`src/rtl/dht22_sched_pkg.sv`:
```
// dht22_sched_pkg: shared types, widths and helpers for the DHT22 read scheduler.
package dht22_sched_pkg;
  typedef enum logic [2:0] {IDLE, GUARD, START, WAIT, CAPTURE, COOLDOWN} sched_state_t;
  typedef logic [2:0][3:0] bcd3_t;
  localparam int INT_W = 16;
  localparam int PER_W = 18;
  function automatic int ms_to_cycles(input int clk_freq);
    return clk_freq / 1000;
  endfunction
  function automatic logic bcd3_ok(input bcd3_t v);
    return v[2] <= 4'd9 && v[1] <= 4'd9 && v[0] <= 4'd9;
  endfunction
  function automatic logic [10:0] bcd3_val(input bcd3_t v);
    return 11'(v[2]) * 11'd100 + 11'(v[1]) * 11'd10 + 11'(v[0]);
  endfunction
endpackage

```
`src/rtl/dht22_ms_tick.sv`:
```
// dht22_ms_tick: free-running divider emitting a one-cycle tick every DIV cycles.
module dht22_ms_tick #(
  parameter int DIV = 100000
) (
  input  logic clk,
  input  logic arstn,
  output logic tick
);
  localparam int CW = DIV > 1 ? $clog2(DIV) : 1;
  logic [CW-1:0] cnt;
  always_ff @(posedge clk or negedge arstn)
    if (!arstn) begin
      cnt <= '0;
      tick <= 1'b0;
    end else begin
      tick <= cnt == CW'(DIV - 1);
      cnt <= cnt == CW'(DIV - 1) ? '0 : cnt + 1'b1;
    end
endmodule

```
`src/rtl/dht22_read_scheduler.sv`:
```
// dht22_read_scheduler: paces, supervises and retries DHT22 reads, holding the last good sample.
// Define DHT22_SCHED_RANGE_CHECK_EN to reject captures with invalid BCD digits or humidity above 100.0.
module dht22_read_scheduler
  import dht22_sched_pkg::*;
#(
  parameter int CLK_FREQ        = 100000000,
  parameter int MIN_INTERVAL_MS = 2000,
  parameter int TIMEOUT_MS      = 10,
  parameter int MAX_RETRIES     = 3
) (
  input  logic       clk,
  input  logic       arstn,
  input  logic       enable,
  input  logic [7:0] period_s,
  input  logic       req,
  output logic       start_read,
  input  logic       sys_idle,
  input  logic       data_ready,
  input  bcd3_t      humidity_bcd_in,
  input  bcd3_t      temperature_bcd_in,
  input  logic       negativo_temp_in,
  output bcd3_t      humidity_bcd,
  output bcd3_t      temperature_bcd,
  output logic       negativo_temp,
  output logic       valid,
  output logic       busy,
  output logic       new_data,
  output logic       fail,
  output logic [7:0] err_cnt
);
  sched_state_t state;
  logic tick, pending, ret_idle, en_q, dr_q, si_q;
  logic dr_rise, si_rise, per_exp, trig, to_exp, bad, failed, guard_ok, retry_last;
  logic [INT_W-1:0] int_cnt, to_cnt;
  logic [PER_W-1:0] per_cnt, per_ms, per_load;
  logic [7:0] retry;

  dht22_ms_tick #(.DIV(ms_to_cycles(CLK_FREQ))) u_tick (.clk(clk), .arstn(arstn), .tick(tick));

  assign per_ms     = PER_W'(period_s) * PER_W'(1000);
  assign per_load   = per_ms < PER_W'(MIN_INTERVAL_MS) ? PER_W'(MIN_INTERVAL_MS) : per_ms;
  assign dr_rise    = data_ready && !dr_q;
  assign si_rise    = sys_idle && !si_q;
  // Expiry is the single tick that takes the counter to zero, so it triggers only once.
  assign per_exp    = enable && tick && per_cnt == PER_W'(1);
  assign trig       = req || per_exp;
  assign to_exp     = to_cnt >= INT_W'(TIMEOUT_MS);
  // Strictly greater: the free-running tick may land just after START, so this guarantees a full interval.
  assign guard_ok   = int_cnt > INT_W'(MIN_INTERVAL_MS) && sys_idle;
  assign retry_last = retry >= 8'(MAX_RETRIES);
`ifdef DHT22_SCHED_RANGE_CHECK_EN
  assign bad = !bcd3_ok(humidity_bcd_in) || !bcd3_ok(temperature_bcd_in) ||
               bcd3_val(humidity_bcd_in) > 11'd1000;
`else
  assign bad = 1'b0;
`endif
  assign failed = (state == WAIT && !dr_rise && (to_exp || si_rise)) || (state == CAPTURE && bad);

  always_ff @(posedge clk or negedge arstn)
    if (!arstn) begin
      state           <= IDLE;
      start_read      <= 1'b0;
      humidity_bcd    <= '0;
      temperature_bcd <= '0;
      negativo_temp   <= 1'b0;
      valid           <= 1'b0;
      busy            <= 1'b0;
      new_data        <= 1'b0;
      fail            <= 1'b0;
      err_cnt         <= '0;
      pending         <= 1'b0;
      ret_idle        <= 1'b0;
      en_q            <= 1'b0;
      dr_q            <= 1'b0;
      si_q            <= 1'b0;
      int_cnt         <= '1;
      to_cnt          <= '0;
      per_cnt         <= '0;
      retry           <= '0;
    end else begin
      en_q       <= enable;
      dr_q       <= data_ready;
      si_q       <= sys_idle;
      start_read <= 1'b0;
      new_data   <= 1'b0;
      fail       <= 1'b0;
      int_cnt    <= state == START ? '0 : tick && int_cnt != '1 ? int_cnt + 1'b1 : int_cnt;
      to_cnt     <= state == START ? '0 : tick && to_cnt != '1 ? to_cnt + 1'b1 : to_cnt;
      if ((enable && !en_q) || (state == START && enable && per_cnt == '0))
        per_cnt <= per_load;
      else if (enable && tick && per_cnt != '0)
        per_cnt <= per_cnt - 1'b1;
      if (trig && state != IDLE)
        pending <= 1'b1;
      if (failed) begin
        err_cnt  <= err_cnt == 8'hFF ? err_cnt : err_cnt + 1'b1;
        retry    <= retry_last ? '0 : retry + 1'b1;
        fail     <= retry_last;
        ret_idle <= retry_last;
        state    <= COOLDOWN;
      end else
        case (state)
          IDLE: if (trig || pending) begin
            state   <= GUARD;
            busy    <= 1'b1;
            pending <= 1'b0;
          end
          GUARD: if (guard_ok) begin
            state      <= START;
            start_read <= 1'b1;
          end
          START: state <= WAIT;
          WAIT: if (dr_rise) state <= CAPTURE;
          CAPTURE: begin
            humidity_bcd    <= humidity_bcd_in;
            temperature_bcd <= temperature_bcd_in;
            negativo_temp   <= negativo_temp_in;
            new_data        <= 1'b1;
            valid           <= 1'b1;
            retry           <= '0;
            ret_idle        <= 1'b1;
            state           <= COOLDOWN;
          end
          COOLDOWN: begin
            state <= ret_idle ? IDLE : GUARD;
            busy  <= !ret_idle;
          end
          default: state <= IDLE;
        endcase
    end
endmodule

```
`config.mk`:
```
export PLATFORM = sky130hd
export DESIGN_NAME = dht22_read_scheduler
export DESIGN_NICKNAME = d
export VERILOG_FILES = /design/src/rtl/dht22_sched_pkg.sv /design/src/rtl/dht22_ms_tick.sv /design/src/rtl/dht22_read_scheduler.sv
export SDC_FILE = /design/constraint.sdc
export NUM_CORES = 1
export LEC_CHECK = 0
export CAP_MARGIN = 20
export CORE_MARGIN = 3
export CORE_UTILIZATION = 35
export DETAILED_ROUTE_END_ITERATION = 10
export GPL_TIMING_DRIVEN = 0
export PLACE_DENSITY_LB_ADDON = 0.05
export SLEW_MARGIN = 10
export SYNTH_ARGS = -nofsm -noshare
export SYNTH_HDL_FRONTEND = slang
export SYNTH_SLANG_ARGS = --single-unit
```
`constraint.sdc`:
```
create_clock -name clk -period 4.6 [get_ports clk]
set_input_delay 0.46 -clock clk [delete_from_list [all_inputs] [get_ports clk]]
set_output_delay 0.46 -clock clk [all_outputs]
set_load 0.01 [all_outputs]
```
# == Yosys cells after proc, flatten, opt, wreduce, memory -nomap -nowiden ==
# Cells that the tools add are included.
# classes
add_sub_neg,6
n_mul,1
div,0
n_lt_le_gt_ge,4
eq_ne,14
shifts,0
muxes,31
bitwise,2
reduce_logical,36
# ops
operator,n
$mux W16,4
$mux W18,3
$add A16 B1 Y16 const B,2
$ne A16 B16 Y1 const B,2
$mux W8,3
$eq A18 B1 Y1 const B,1
$logic_not A18 Y1,1
$lt A18 B11 Y1 const B,1
$pmux W3 S6,1
$reduce_bool A18 Y1,1
$sub A18 B1 Y18 const B,1
$add A17 B1 Y17 const B,1
$eq A17 B17 Y1 const B,1
$mux W17,1
$add A8 B1 Y8 const B,2
$ge A16 B4 Y1 const B,1
$gt A16 B11 Y1 const B,1
$mul A8 B7 Y15 const B,1
$logic_and A1 B1 Y1,14
$mux W1,14
$mux W3,4
$reduce_bool A2 Y1,5
$ne A3 B3 Y1 const B,3
$eq A8 B8 Y1 const B,1
13 further kinds,25
# word_totals
ff_bits,122
latchBits,0
ram_bits,0
mem_bits_ro,0
input_bits,39
output_inout_bits,38
wordCells,119
mem_count,0

# == Logic depth before layout (Yosys ltp) ==
# logic_depth
word_depth,8
depth_mapped,15
ltp_nobuf,15

# == By module ==
# A second synthesis with hierarchy kept.
# unflattened
cells_unflattened,730
hier_area_um2,7170.6
# by_module_without_submodules
mod,n_inst,cells_each,area_each_um2,seq_area_each_um2
dht22_read_scheduler,1,655,6352.3,2622.5
dht22_ms_tick,1,75,818.3,450.4

# == Least setup slack after synthesis ==
# No wires, ideal clock.
# synth_timing
kind,input-to-reg
from,in period_s[1]
to,reg per_cnt[4]
setup_time_ns,0.080
arrival_ns,4.452
required_time_ns,4.520
setup_slack_ns,0.069
path_stages,14
n_path_buf,0
cell_sequence,fa_1 inv_1 fa_1 fa_1 fa_1 inv_1 ha_1 a21o_1 a21oi_1 nand3_1 a221oi_1 xnor2_1 nor4b_4 a2bb2oi_1
# synth_via
elab_chain_len,4
# synth_lines
item,line,text
start: declaration,dht22_read_scheduler.sv:14,"input logic [7:0] period_s,"
$mul A8 B7 Y15 *,dht22_read_scheduler.sv:40,assign per_ms = PER_W'(period_s) * PER_W'(1000);
$lt A18 B11 Y1,dht22_read_scheduler.sv:41,assign per_load = per_ms < PER_W'(MIN_INTERVAL_MS) ? PER_W'(MIN_INTERVAL_MS) : per_ms;
$mux W18 *,dht22_read_scheduler.sv:41,
$mux W18 *,dht22_read_scheduler.sv:89,if ((enable && !en_q) || (state == START && enable && per_cnt == '0))
end signal: assignment,dht22_read_scheduler.sv:90,per_cnt <= per_load;
end signal: assignment,dht22_read_scheduler.sv:92,per_cnt <= per_cnt - 1'b1;
end: declaration,dht22_read_scheduler.sv:35,"logic [PER_W-1:0] per_cnt, per_ms, per_load;"
# Every way passes the cells marked *; elsewhere a longest branch is shown, timed or not.
# A chain may end at the register's enable or synchronous reset.

# == Final worst setup path ==
# layout_timing
from,in period_s[4]
to,reg per_cnt[10]
# The elaborated chain is that of the path after synthesis.

==> results.cfg <==
[global_route]
grt_most_used_layer = met2
grt_util_met2_pct = 22.67
grt_max_degree = 77
antenna_found_initial = 0
grtUsageMet3_pct = 3.617
overflow = 0
met1_usage_pct = 20.19
grt_pass1_vias = 5258
grt_pass1_wl_mm = 25.72
grt_usage_pct = 14.50

[synth]
synth-compound-area-share_pct = 6.734
synth_top_area_share_pct = 37.77
synth_warnings = 0
synth_fa_ha_area_share_pct = 14.54
synth_edf_count = 0
synthSimpleGateAreaFrac_pct = 17.92
yosys.area.top_type = dfrtp_1
ys_seq_elements = 122
synth_xor_area_share_pct = 9.229
async_reset_ff_share_pct = 100.0
synth.area.mux_share_pct = 4.739
synth_cells = 659
syn_area_mm2 = 0.007023
synth-main-ff-cell = dfrtp_1
seq_area_frac_synth_pct = 43.76
synthTopCellsByArea = dfrtp_1, ha_1, dfstp_2
ys_types = 60
synth_nets = 767
syn-mean-instance-area_um2 = 10.66
synth_top_family_by_area = simple AND/OR/NAND/NOR gates

[floorplan]
num_rows = 51
io_pins = 77
core_area_mm2 = 0.01959
die_h_um = 147.7
dieWidth_um = 147.7
initial_core_util_pct = 35.85
fp.dieArea_mm2 = 0.02180

[route]
routed_via_density = 4.837
num_vias = 5035
drtPass1Iterations = 4
antenna_left = 0
routed_wl_mm = 14.80
routedWlPerCell_um = 14.22
drc = 0
drtIter0Drc = 141

[power_and_ir_drop]
total_power_uw = 3728
powerDensity_mw_per_mm2 = 422.9
ir_drop_mv = 0.2513
p_leak_uw = 0.003884

[final_layout]
n_antenna_cell = 0
fillers = 1885
drive_gt1_share_pct = 14.43
multi_input_area_mm2 = 0.003772
areaGrowthSynthToFinish_pct = 25.51
final-seq-area_mm2 = 0.003073
nets = 871

[critical_path]
crit_type = in -> reg
crit_chain = dlygate4sd2_1 -> inv_1 -> fa_1 -> inv_1 -> fa_1 -> fa_1 -> ha_1 -> ha_1 -> o21a_1 -> nor2_1 -> mux2i_1 -> or3b_2 -> nand4_1 -> nor4b_4 -> buf_6 -> o31a_1
cp-end-kind = flip-flop
critPathTopFamily = adder cells
critPathLaunchType = input port
reg2reg_to = per_cnt[15]
ff2ff_setup_slack_ns = 1.99
reg2reg_depth = 7
cp_num_buf_inv = 4
max_stage_delay_ns = 0.52
crit_fanout = 8
required_ns = 4.89
arrival_ns = 4.68
crit_path_frequent_cell = fa_1
slowest_stage = fa_1
reg2reg_from = per_cnt[10]

[cts]
cts_buffers = 17
cts_max_level = 4
cts_buffer_depth = 2
clk_latency_ns = 0.42
cts.reportedPaths.clkPinSlew_ns = 0.06
cts.sinks = 122
cts_root_buf = clkbuf_16
cts_tree = yes

[sta]
grt_setup_unrepaired = no
drv_slew = 0
fin_setup_tns_ns = 0
tightest_slew_ns = 0.8598
hold_ws_ns = 0.3979
fin_crit_ns = 4.393
slew-limit-headroom_pct = 42.29
hold_viol = 0
max_freq_ghz = 0.2276
fin_worst_skew_ns = 0.008995
finalCritPeriodShare_pct = 95.50
finalSetupViolCount = 0

[placement]
routabilityCongestion = 0.7652
hpwl_mm = 10.96
place.port_buffers = 76

[min_path]
min_path_type = in -> reg
hold_depth = 3
hp-start = period_s[0]
min_to = per_cnt[3]

[flow_run]
maxCapViolCount = 0

[outcome]
status = complete, no violations
[stage by stage]
stage          setup slack, ns  cell area [um^2]  util, %  std cells
3_3_place_gp            -1.811              8115    41.43       1000
3_5_place_dp            -1.216              8152    41.61       1002
6_report                0.2071              8815    45.00       1041
5_1_grt              0.0006337              8815    45.00       1041
4_1_cts                0.05240              8810    44.97       1040
2_1_floorplan          0.06886              7023        -        659
[cell usage after synthesis, drive strengths merged (2+ instances only)]
master / n
a211o: 2
a211oi: 2
a21oi: 15
a221oi: 2
a2bb2oi: 2
a311oi: 3
a31oi: 3
and2: 10
and3: 7
and4: 4
buf: 2
clkbuf: 10
dfrtp: 106
dfstp: 16
fa: 21
ha: 48
inv: 45
mux2: 26
mux2i: 4
nand2: 41
nand2b: 8
nand3: 16
nand4: 16
nor2: 72
nor2b: 6
nor3: 21
nor3b: 4
nor4: 11
o2111ai: 2
o21a: 3
o21ai: 16
o21bai: 2
o22ai: 3
o31a: 5
o31ai: 2
or2: 3
or3: 7
or3b: 2
or4: 4
xnor2: 36
xor2: 38
[cell type report]
| cell class | instances | share of cell area [%] |
|---|---|---|
| clock inverters | 15 | 1.888 |
| repair buffers | 85 | 9.411 |
| clock buffers | 17 | 4.826 |
| multi-input cells | 480 | 42.80 |
| well taps | 265 | 3.762 |
| inverters | 45 | 1.916 |
| flip-flops and latches | 122 | 34.86 |
| plain buffers | 12 | 0.5394 |
[registers in the layout, summed over array words and instances, names as in the netlist]
register         cells
u_tick.tick          1
u_tick.cnt          17
busy                 1
pending              1
int_cnt             16
to_cnt              16
start_read           1
si_q                 1
new_data             1
retry                8
valid                1
ret_idle             1
err_cnt              8
humidity_bcd        12
en_q                 1
temperature_bcd     12
negativo_temp        1
dr_q                 1
per_cnt             18
fail                 1
state                3
[timing repair]
item	in CTS	in global routing
setup endpoints to repair	11	9
setup buffers	5	1
pin swaps	4	5
endpoints found under the hold margin	24	0
hold buffers	1	0
gates resized for setup	19	17
[worst max path at each step]
stage / from / to / slack (ns) / cells after the start
6_report: period_s[4] / per_cnt[10] / 0.21 / 16
5_1_grt: period_s[4] / per_cnt[4] / 0.0006 / 16
4_1_cts: period_s[3] / per_cnt[7] / 0.05 / 16
3_5_place_dp: period_s[1] / per_cnt[7] / -1.22 / 16
3_3_place_gp: arstn / u_tick.cnt[10] / -1.81 / 1
2_1_floorplan: period_s[1] / per_cnt[4] / 0.07 / 14
[cells by family (layout without fill, tap and decap cells)]
kind of cell | Yosys count | in the layout
fa+ha+maj | 69 | 69
compound gates | 70 | 70
simple gates | 237 | 237
buf+inv | 57 | 174
flops | 122 | 122
xor+xnor | 74 | 74
mux | 30 | 30
[worst reg2reg max path: cells and delay by family, from the launching register on]
kind	cells	cell delay, ns
buffers and inverters	1	0.34
flip-flops	1	0.40
AND/OR/NAND/NOR	4	1.36
AO/OA/AOI/OAI	2	0.35
[metal layers]
metal  wire [um]  up-vias
met5           0        -
met4         172        0
met3         413       17
met2        6841       59
met1        7375     2472
li1            -     2487
[layout by cell type, fill, tap and decap left out, drive strengths merged, types with 8 or more instances in the layout]
| master | count |
|---|---|
| dfstp | 16 |
| buf | 13 |
| nand4 | 16 |
| nand2 | 41 |
| ha | 48 |
| mux2 | 26 |
| clkbuf | 31 |
| a21oi | 15 |
| nor3 | 21 |
| nor4 | 11 |
| nand2b | 8 |
| fa | 21 |
| o21ai | 16 |
| and2 | 10 |
| nor2 | 72 |
| xnor2 | 36 |
| dfrtp | 106 |
| xor2 | 38 |
| clkdlybuf4s50 | 67 |
| nand3 | 16 |
| inv | 49 |
[where the power goes]
part	internal (uW)	switching, uW	leakage [uW]	total, uW
combinational	556	626	0.00209	1180
clock	806	520	0.000281	1330
sequential	1150	69.2	0.00151	1220
(Power assumes the default switching activity.)
